`src/rtl/bus_arbiter4_pkg.sv`:
```
// Shared encodings and widths for the 4-way round-robin bus arbiter.
package bus_arbiter4_pkg;

  localparam int REQ_W  = 4;
  localparam int DATA_W = 16;

  typedef enum logic {
    ARB_IDLE = 1'b0,
    ARB_OWN  = 1'b1
  } arb_state_e;

  function automatic logic [REQ_W-1:0] onehot4(input logic [1:0] idx);
    return 4'b0001 << idx;
  endfunction

endpackage

```
`src/rtl/bus_arbiter4_rr_pick4.sv`:
```
// Combinational rotating-priority picker: first set Req scanning from Prio upward, mod 4.
module rr_pick4
  import bus_arbiter4_pkg::*;
(
  input  logic [REQ_W-1:0] Req,
  input  logic [1:0]       Prio,
  output logic [1:0]       Win,
  output logic             Any
);

  logic       found;
  logic [1:0] idx;

  always_comb begin
    Win   = Prio;
    Any   = |Req;
    found = 1'b0;
    idx   = '0;
    for (int i = 0; i < REQ_W; i++) begin
      idx = Prio + 2'(i);
      if (!found && Req[idx]) begin
        Win   = idx;
        found = 1'b1;
      end
    end
  end

endmodule

```
`src/rtl/bus_arbiter4.sv`:
```
// Round-robin burst arbiter driving a 4:1 16-bit bus mux; grant lands 1 cycle after request.
// BusReady low stalls the current beat (count, Sel and data held); release always costs one idle cycle.
module bus_arbiter4
  import bus_arbiter4_pkg::*;
#(
  parameter int MAX_BURST = 8,
  parameter int CNT_W     = 3
) (
  input  logic              Clk,
  input  logic              Rst,
  input  logic [REQ_W-1:0]  Req,
  input  logic [REQ_W-1:0]  Last,
  input  logic [DATA_W-1:0] Input1,
  input  logic [DATA_W-1:0] Input2,
  input  logic [DATA_W-1:0] Input3,
  input  logic [DATA_W-1:0] Input4,
  input  logic              BusReady,
  output logic [REQ_W-1:0]  Grant,
  output logic [1:0]        Sel,
  output logic              BusValid,
  output logic [DATA_W-1:0] BusData,
  output logic              Busy
);

  localparam logic [CNT_W-1:0] CNT_MAX = CNT_W'(MAX_BURST - 1);

  arb_state_e       state_q, state_d;
  logic [REQ_W-1:0] grant_q, grant_d;
  logic [1:0]       sel_q,   sel_d;
  logic             busy_q,  busy_d;
  logic [CNT_W-1:0] cnt_q,   cnt_d;
  logic [1:0]       prio_q,  prio_d;

  logic       pick_any;
  logic [1:0] pick_win;
  logic       beat;
  logic       release_now;

  rr_pick4 u_pick (
    .Req  (Req),
    .Prio (prio_q),
    .Win  (pick_win),
    .Any  (pick_any)
  );

  assign BusValid = busy_q & Req[sel_q];
  assign beat     = BusValid & BusReady;
  assign Grant    = grant_q;
  assign Sel      = sel_q;
  assign Busy     = busy_q;

  always_comb begin
    case (sel_q)
      2'd0:    BusData = Input1;
      2'd1:    BusData = Input2;
      2'd2:    BusData = Input3;
      default: BusData = Input4;
    endcase
  end

  always_comb begin
    state_d     = state_q;
    grant_d     = grant_q;
    sel_d       = sel_q;
    busy_d      = busy_q;
    cnt_d       = cnt_q;
    prio_d      = prio_q;
    release_now = 1'b0;
    case (state_q)
      ARB_IDLE: begin
        if (pick_any) begin
          state_d = ARB_OWN;
          grant_d = onehot4(pick_win);
          sel_d   = pick_win;
          busy_d  = 1'b1;
          cnt_d   = '0;
        end
      end
      ARB_OWN: begin
        // A withdrawn owner presents no beat, so its Last flag is irrelevant.
        if (!Req[sel_q]) begin
          release_now = 1'b1;
        end else if (beat) begin
          if (Last[sel_q] || (cnt_q == CNT_MAX)) begin
            release_now = 1'b1;
          end else begin
            cnt_d = cnt_q + CNT_W'(1);
          end
        end
        if (release_now) begin
          state_d = ARB_IDLE;
          grant_d = '0;
          busy_d  = 1'b0;
          prio_d  = sel_q + 2'd1;
        end
      end
      default: state_d = ARB_IDLE;
    endcase
  end

  always_ff @(posedge Clk) begin
    if (Rst) begin
      state_q <= ARB_IDLE;
      grant_q <= '0;
      sel_q   <= '0;
      busy_q  <= 1'b0;
      cnt_q   <= '0;
      prio_q  <= '0;
    end else begin
      state_q <= state_d;
      grant_q <= grant_d;
      sel_q   <= sel_d;
      busy_q  <= busy_d;
      cnt_q   <= cnt_d;
      prio_q  <= prio_d;
    end
  end

  a_grant_onehot0: assert property (@(posedge Clk) disable iff (Rst) $onehot0(grant_q));
  a_grant_busy:    assert property (@(posedge Clk) disable iff (Rst) ((grant_q != '0) == busy_q));
  a_grant_sel:     assert property (@(posedge Clk) disable iff (Rst) busy_q |-> (grant_q == onehot4(sel_q)));

endmodule

```
`config.mk`:
```
export PLATFORM = sky130hd
export DESIGN_NAME = bus_arbiter4
export DESIGN_NICKNAME = d
export VERILOG_FILES = /design/src/rtl/bus_arbiter4_pkg.sv /design/src/rtl/bus_arbiter4_rr_pick4.sv /design/src/rtl/bus_arbiter4.sv
export SDC_FILE = /design/constraint.sdc
export NUM_CORES = 1
export LEC_CHECK = 0
export ABC_AREA = 1
export CAP_MARGIN = 20
export CORE_ASPECT_RATIO = 2
export CORE_MARGIN = 2
export CORE_UTILIZATION = 47
export DETAILED_ROUTE_END_ITERATION = 10
export DONT_BUFFER_PORTS = 1
export REMOVE_ABC_BUFFERS = 1
export SLEW_MARGIN = 20
export SYNTH_ARGS = -nofsm -noshare
export SYNTH_HDL_FRONTEND = slang
export SYNTH_SLANG_ARGS = --single-unit
```
`constraint.sdc`:
```
create_clock -name Clk -period 2.8 [get_ports Clk]
set_input_delay 0.14 -clock Clk [delete_from_list [all_inputs] [get_ports Clk]]
set_output_delay 0.14 -clock Clk [all_outputs]
set_load 0.02 [all_outputs]
```
==> impl_summary.txt <==
----------------------------------------------------
[Logic synthesis]
  Ys async rst share ... 0%
  Area share of the largest cell type after synthesis ... 20.1%
  Number of flip-flops and latches in the synthesized netlist ... 13
  Library cell occupying the most area in the post-synthesis netlist ... sky130_fd_sc_hd__nand2_1
  Yosys cell types ... 25
  Cell area after synthesis ... 1520 um2
  Most instantiated library cell after synthesis ... sky130_fd_sc_hd__nand2_1
  Top area cells in the synthesized netlist ... sky130_fd_sc_hd__nand2_1 (20%), sky130_fd_sc_hd__dfxtp_1 (17%), sky130_fd_sc_hd__a22o_1 (9.2%)
  Register area share after synthesis ... 17.2%
  Yosys warning count ... 0
  Top cell types by occurrence after synthesis ... sky130_fd_sc_hd__nand2_1 (81), sky130_fd_sc_hd__a21oi_1 (23), sky130_fd_sc_hd__a22o_1 (16)
  Number of instances in the synthesized netlist ... 250
  Average cell area after synthesis ... 6.06 um2
  Number of flops mapped to enable cells by yosys ... 0
  Commonest register cell after synthesis ... sky130_fd_sc_hd__dfxtp_1

[Floorplan]
  Starting utilization of the core area ... 48.6%
  Std-Cell Rows ... 29
  Ports placed on the boundary ... 99
  DIE AREA ... 3720 um2
  Area of the core ... 3120 um2
  Die height ... 84.3 um
  Die X-Extent ... 44.2 um

[Placement]
  Gpl congestion ... 0.751
  Placement-stage worst setup slack ... 0.685 ns
  Port Buffers ... 0
  Post-DP HPWL ... 3230 um

[Global routing]
  Initial antenna violation count ... 0
  Grt met1 use ... 17.3%
  Layer with the highest usage ... met2
  Global-route met2 utilization ... 46.0%
  GRT Util Overall ... 21.4%
  Pin count of the biggest net entering global routing ... 33
  Overall overflow remaining after global route ... 0
  Fraction of met3 tracks used by global routing ... 1.72%
  First-pass GRT wire length ... 6210 um
  Number of global-route vias before repair ... 1,476

[STA]
  Final Hold Vio Count ... 0
  Clock skew ... 0.00164 ns
  Minimum clock period after layout ... 2.37 ns
  Final worst-path setup slack ... 0.432 ns
  Highest attainable clock frequency ... 422 MHz
  Worst relative slew slack ... 57.6%
  Final setup violation count ... 0
  Max-slew violation count ... 0
  Unrepaired setup endpoints after global routing ... no
  Final worst path period share ... 84.6%
  Final-layout setup total negative slack ... 0 ns
  Slew of the pin with the lowest slew margin ... 0.629 ns

[Power and ir drop]
  Ratio of total power to cell area ... 803 nW/um2
  Fraction of power consumed by the clock network ... 13.6%
  Leakage power figure ... 0.721 nW
  Combinational share of power ... 63.3%
  Net switching power of the design ... 688 uW
  Pint ... 577 uW
  Net Sw Frac ... 54.4%
  Sequential share of power ... 23.1%
  Peak supply drop ... 0.465 mV

[Clocking]
  Clock-pin transition on the worst setup and hold timing paths ... 0.05 ns
  Post-CTS Setup Inserts ... 0
  Clock latency at the later pin of the worst-skew pair ... 0.25 ns
  CTS tree ... yes
  CTS HTree Levels ... 1
  Number of instances resized during post-cts repair ... 0
  Maximum clock path buffer count ... 2
  Post-CTS Hold Fix Bufs ... 1
  Clock buffers created by TritonCTS ... 3
  Clock Sinks ... 13
  Clock tree root driver cell ... sky130_fd_sc_hd__clkbuf_8

[Worst setup path]
  Slowest library cell on the worst path ... sky130_fd_sc_hd__o21ai_0
  FF-to-FF Start ... Sel[1]
  FF-to-FF End ... prio_q[1]
  Type of origin of the critical path ... register
  Arrival time at the worst endpoint ... 2.23 ns
  Worst path bufs/invs ... 1
  Family with the most delay on the worst path ... compound AO/OA/AOI/OAI gates
  Register-to-Register Setup Slack ... 0.81 ns
  Critical-path maximum fanout ... 16
  CP endpoint kind ... primary output
  Endpoint required time on the critical path ... 2.66 ns
  CP max stage delay ... 0.53 ns
  Setup CP Type ... register to primary output
  Reg2reg path depth ... 9
  CP Cell Sequence ... inv_2, ha_1, a22o_1, a21oi_1, o21ai_0

[Route]
  Post-DR vias/cell ... 5.78
  Average routed wire per standard cell ... 14.2 um
  Total detailed-routing wirelength ... 3950 um
  Detailed-routing iteration count for the pre-antenna-repair pass ... 4
  Detailed router's first-iteration violation count ... 21
  DRC ... 0
  Overall via count from detail_route ... 1,602
  Count of antenna-violating nets left after detailed routing ... 0

[Cells and area]
  Layout Area Growth over Synthesis ... 3.96%
  Final net count ... 328
  Number of inserted diodes ... 0
  Layout cell share with drive strength beyond 1 ... 16.7%

[Hold path]
  Min-delay worst type ... primary input to register
  Destination of the worst hold path ... Sel[1]
  Min-delay src ... Rst
  Worst hold stages ... 3

[Run status]
  Outcome ... completed

[Job]
  Max Cap Violations ... 0

----------------------------------------------------
==> power by group through the flow <==
stage | Sequential [mW] | Combinational (mW) | Clock (mW)
2_1_floorplan | 0.284 | 0.663 | 0
3_3_place_gp | 0.296 | 0.800 | 0
3_5_place_dp | 0.297 | 0.804 | 0
4_1_cts | 0.293 | 0.809 | 0.175
5_1_grt | 0.300 | 0.889 | 0.178
6_report | 0.292 | 0.801 | 0.172
==> final cells by class <==
| type | count | area (um2) |
|---|---|---|
| well taps | 31 | 38.8 |
| multi-input cells | 205 | 1110 |
| fillers | 343 | 1550 |
| repair buffers | 6 | 47.5 |
| clock buffers | 4 | 45.0 |
| inverters | 18 | 71.3 |
| flip-flops and latches | 13 | 260 |
==> per-stage QoR <==
step / area, um2 / instances / utilization (%) / hold slack (ns) / total power [mW]
6_report: 1580 / 277 / 50.5 / 0.0562 / 1.26
5_1_grt: 1580 / 277 / 50.5 / 0.0959 / 1.37
4_1_cts: 1580 / 277 / 50.5 / 0.0616 / 1.28
3_5_place_dp: 1520 / 272 / 48.7 / 0.205 / 1.10
3_3_place_gp: 1520 / 272 / 48.7 / 0.207 / 1.10
2_1_floorplan: 1440 / 236 / - / 0.202 / 0.946
==> worst max-delay path by stage <==
stage                      start  cells past startpoint    endpoint
after floorplan           Sel[0]                      4  BusData[2]
after CTS                 Sel[0]                      5  BusData[6]
after detailed placement  Sel[0]                      5  BusData[6]
after global routing      Sel[0]                      5  BusData[5]
after global placement    Sel[0]                      5  BusData[6]
final                     Sel[0]                      5  BusData[5]
==> logic make-up after synthesis <==
group,synth area share (%)
AO/OA/AOI/OAI,26.8
adder cells (fa/ha/maj),4.95
flip-flops,17.2
buffers and inverters,9.41
AND/OR/NAND/NOR,41.7
==> metal layers <==
| metal | share of wire (%) | vias up | wire length, um |
|---|---|---|---|
| met2 | 59 | 72 | 2340 |
| met5 | 0 | - | 0 |
| met4 | 1.5 | 0 | 60 |
| met1 | 31 | 698 | 1220 |
| li1 | - | 827 | - |
| met3 | 8.2 | 5 | 322 |
==> flip-flops by register name, summed over array words and instances, names as in the netlist <==
signal	cells
Grant	4
cnt_q	3
Sel	2
prio_q	2
Busy	1
state_q	1
==> worst reg2reg max path, cell delays in order, from the launching register on <==
cell	delay, ns
sky130_fd_sc_hd__dfxtp_1	0.50
sky130_fd_sc_hd__inv_1	0.18
sky130_fd_sc_hd__nand3_1	0.12
sky130_fd_sc_hd__nand2_1	0.10
sky130_fd_sc_hd__nor2_2	0.27
sky130_fd_sc_hd__nand4_1	0.27
sky130_fd_sc_hd__nand2_1	0.25
sky130_fd_sc_hd__inv_2	0.06
sky130_fd_sc_hd__nand2_1	0.06
sky130_fd_sc_hd__a21oi_1	0.06
==> cell usage in the layout, fill, tap and decap left out <==
master                          netlist  final
sky130_fd_sc_hd__nand2_1             81     81
sky130_fd_sc_hd__a21oi_1             23     23
sky130_fd_sc_hd__a22o_1              16     16
sky130_fd_sc_hd__nand3_1             14     14
sky130_fd_sc_hd__dfxtp_1             13     13
sky130_fd_sc_hd__o21ai_1             13     13
sky130_fd_sc_hd__inv_1               10     10
sky130_fd_sc_hd__o21ai_0             10     10
sky130_fd_sc_hd__nand2_2             10     10
sky130_fd_sc_hd__nor2_1               9      9
sky130_fd_sc_hd__nand4_1              6      6
sky130_fd_sc_hd__ha_1                 6      6
sky130_fd_sc_hd__inv_2                5      5
sky130_fd_sc_hd__nand2_4              5      5
sky130_fd_sc_hd__buf_4                3      5
sky130_fd_sc_hd__a21oi_2              4      4
sky130_fd_sc_hd__nor2_2               3      3
sky130_fd_sc_hd__nand3_2              3      3
sky130_fd_sc_hd__clkbuf_8             0      3
sky130_fd_sc_hd__nand3b_1             1      1
sky130_fd_sc_hd__inv_4                1      1
sky130_fd_sc_hd__clkinv_1             1      1
sky130_fd_sc_hd__clkinv_2             1      1
sky130_fd_sc_hd__nor2_4               1      1
sky130_fd_sc_hd__clkbuf_1            10      1
sky130_fd_sc_hd__dlygate4sd3_1        0      1
No activity file was read; power rests on OpenSTA's default activity.
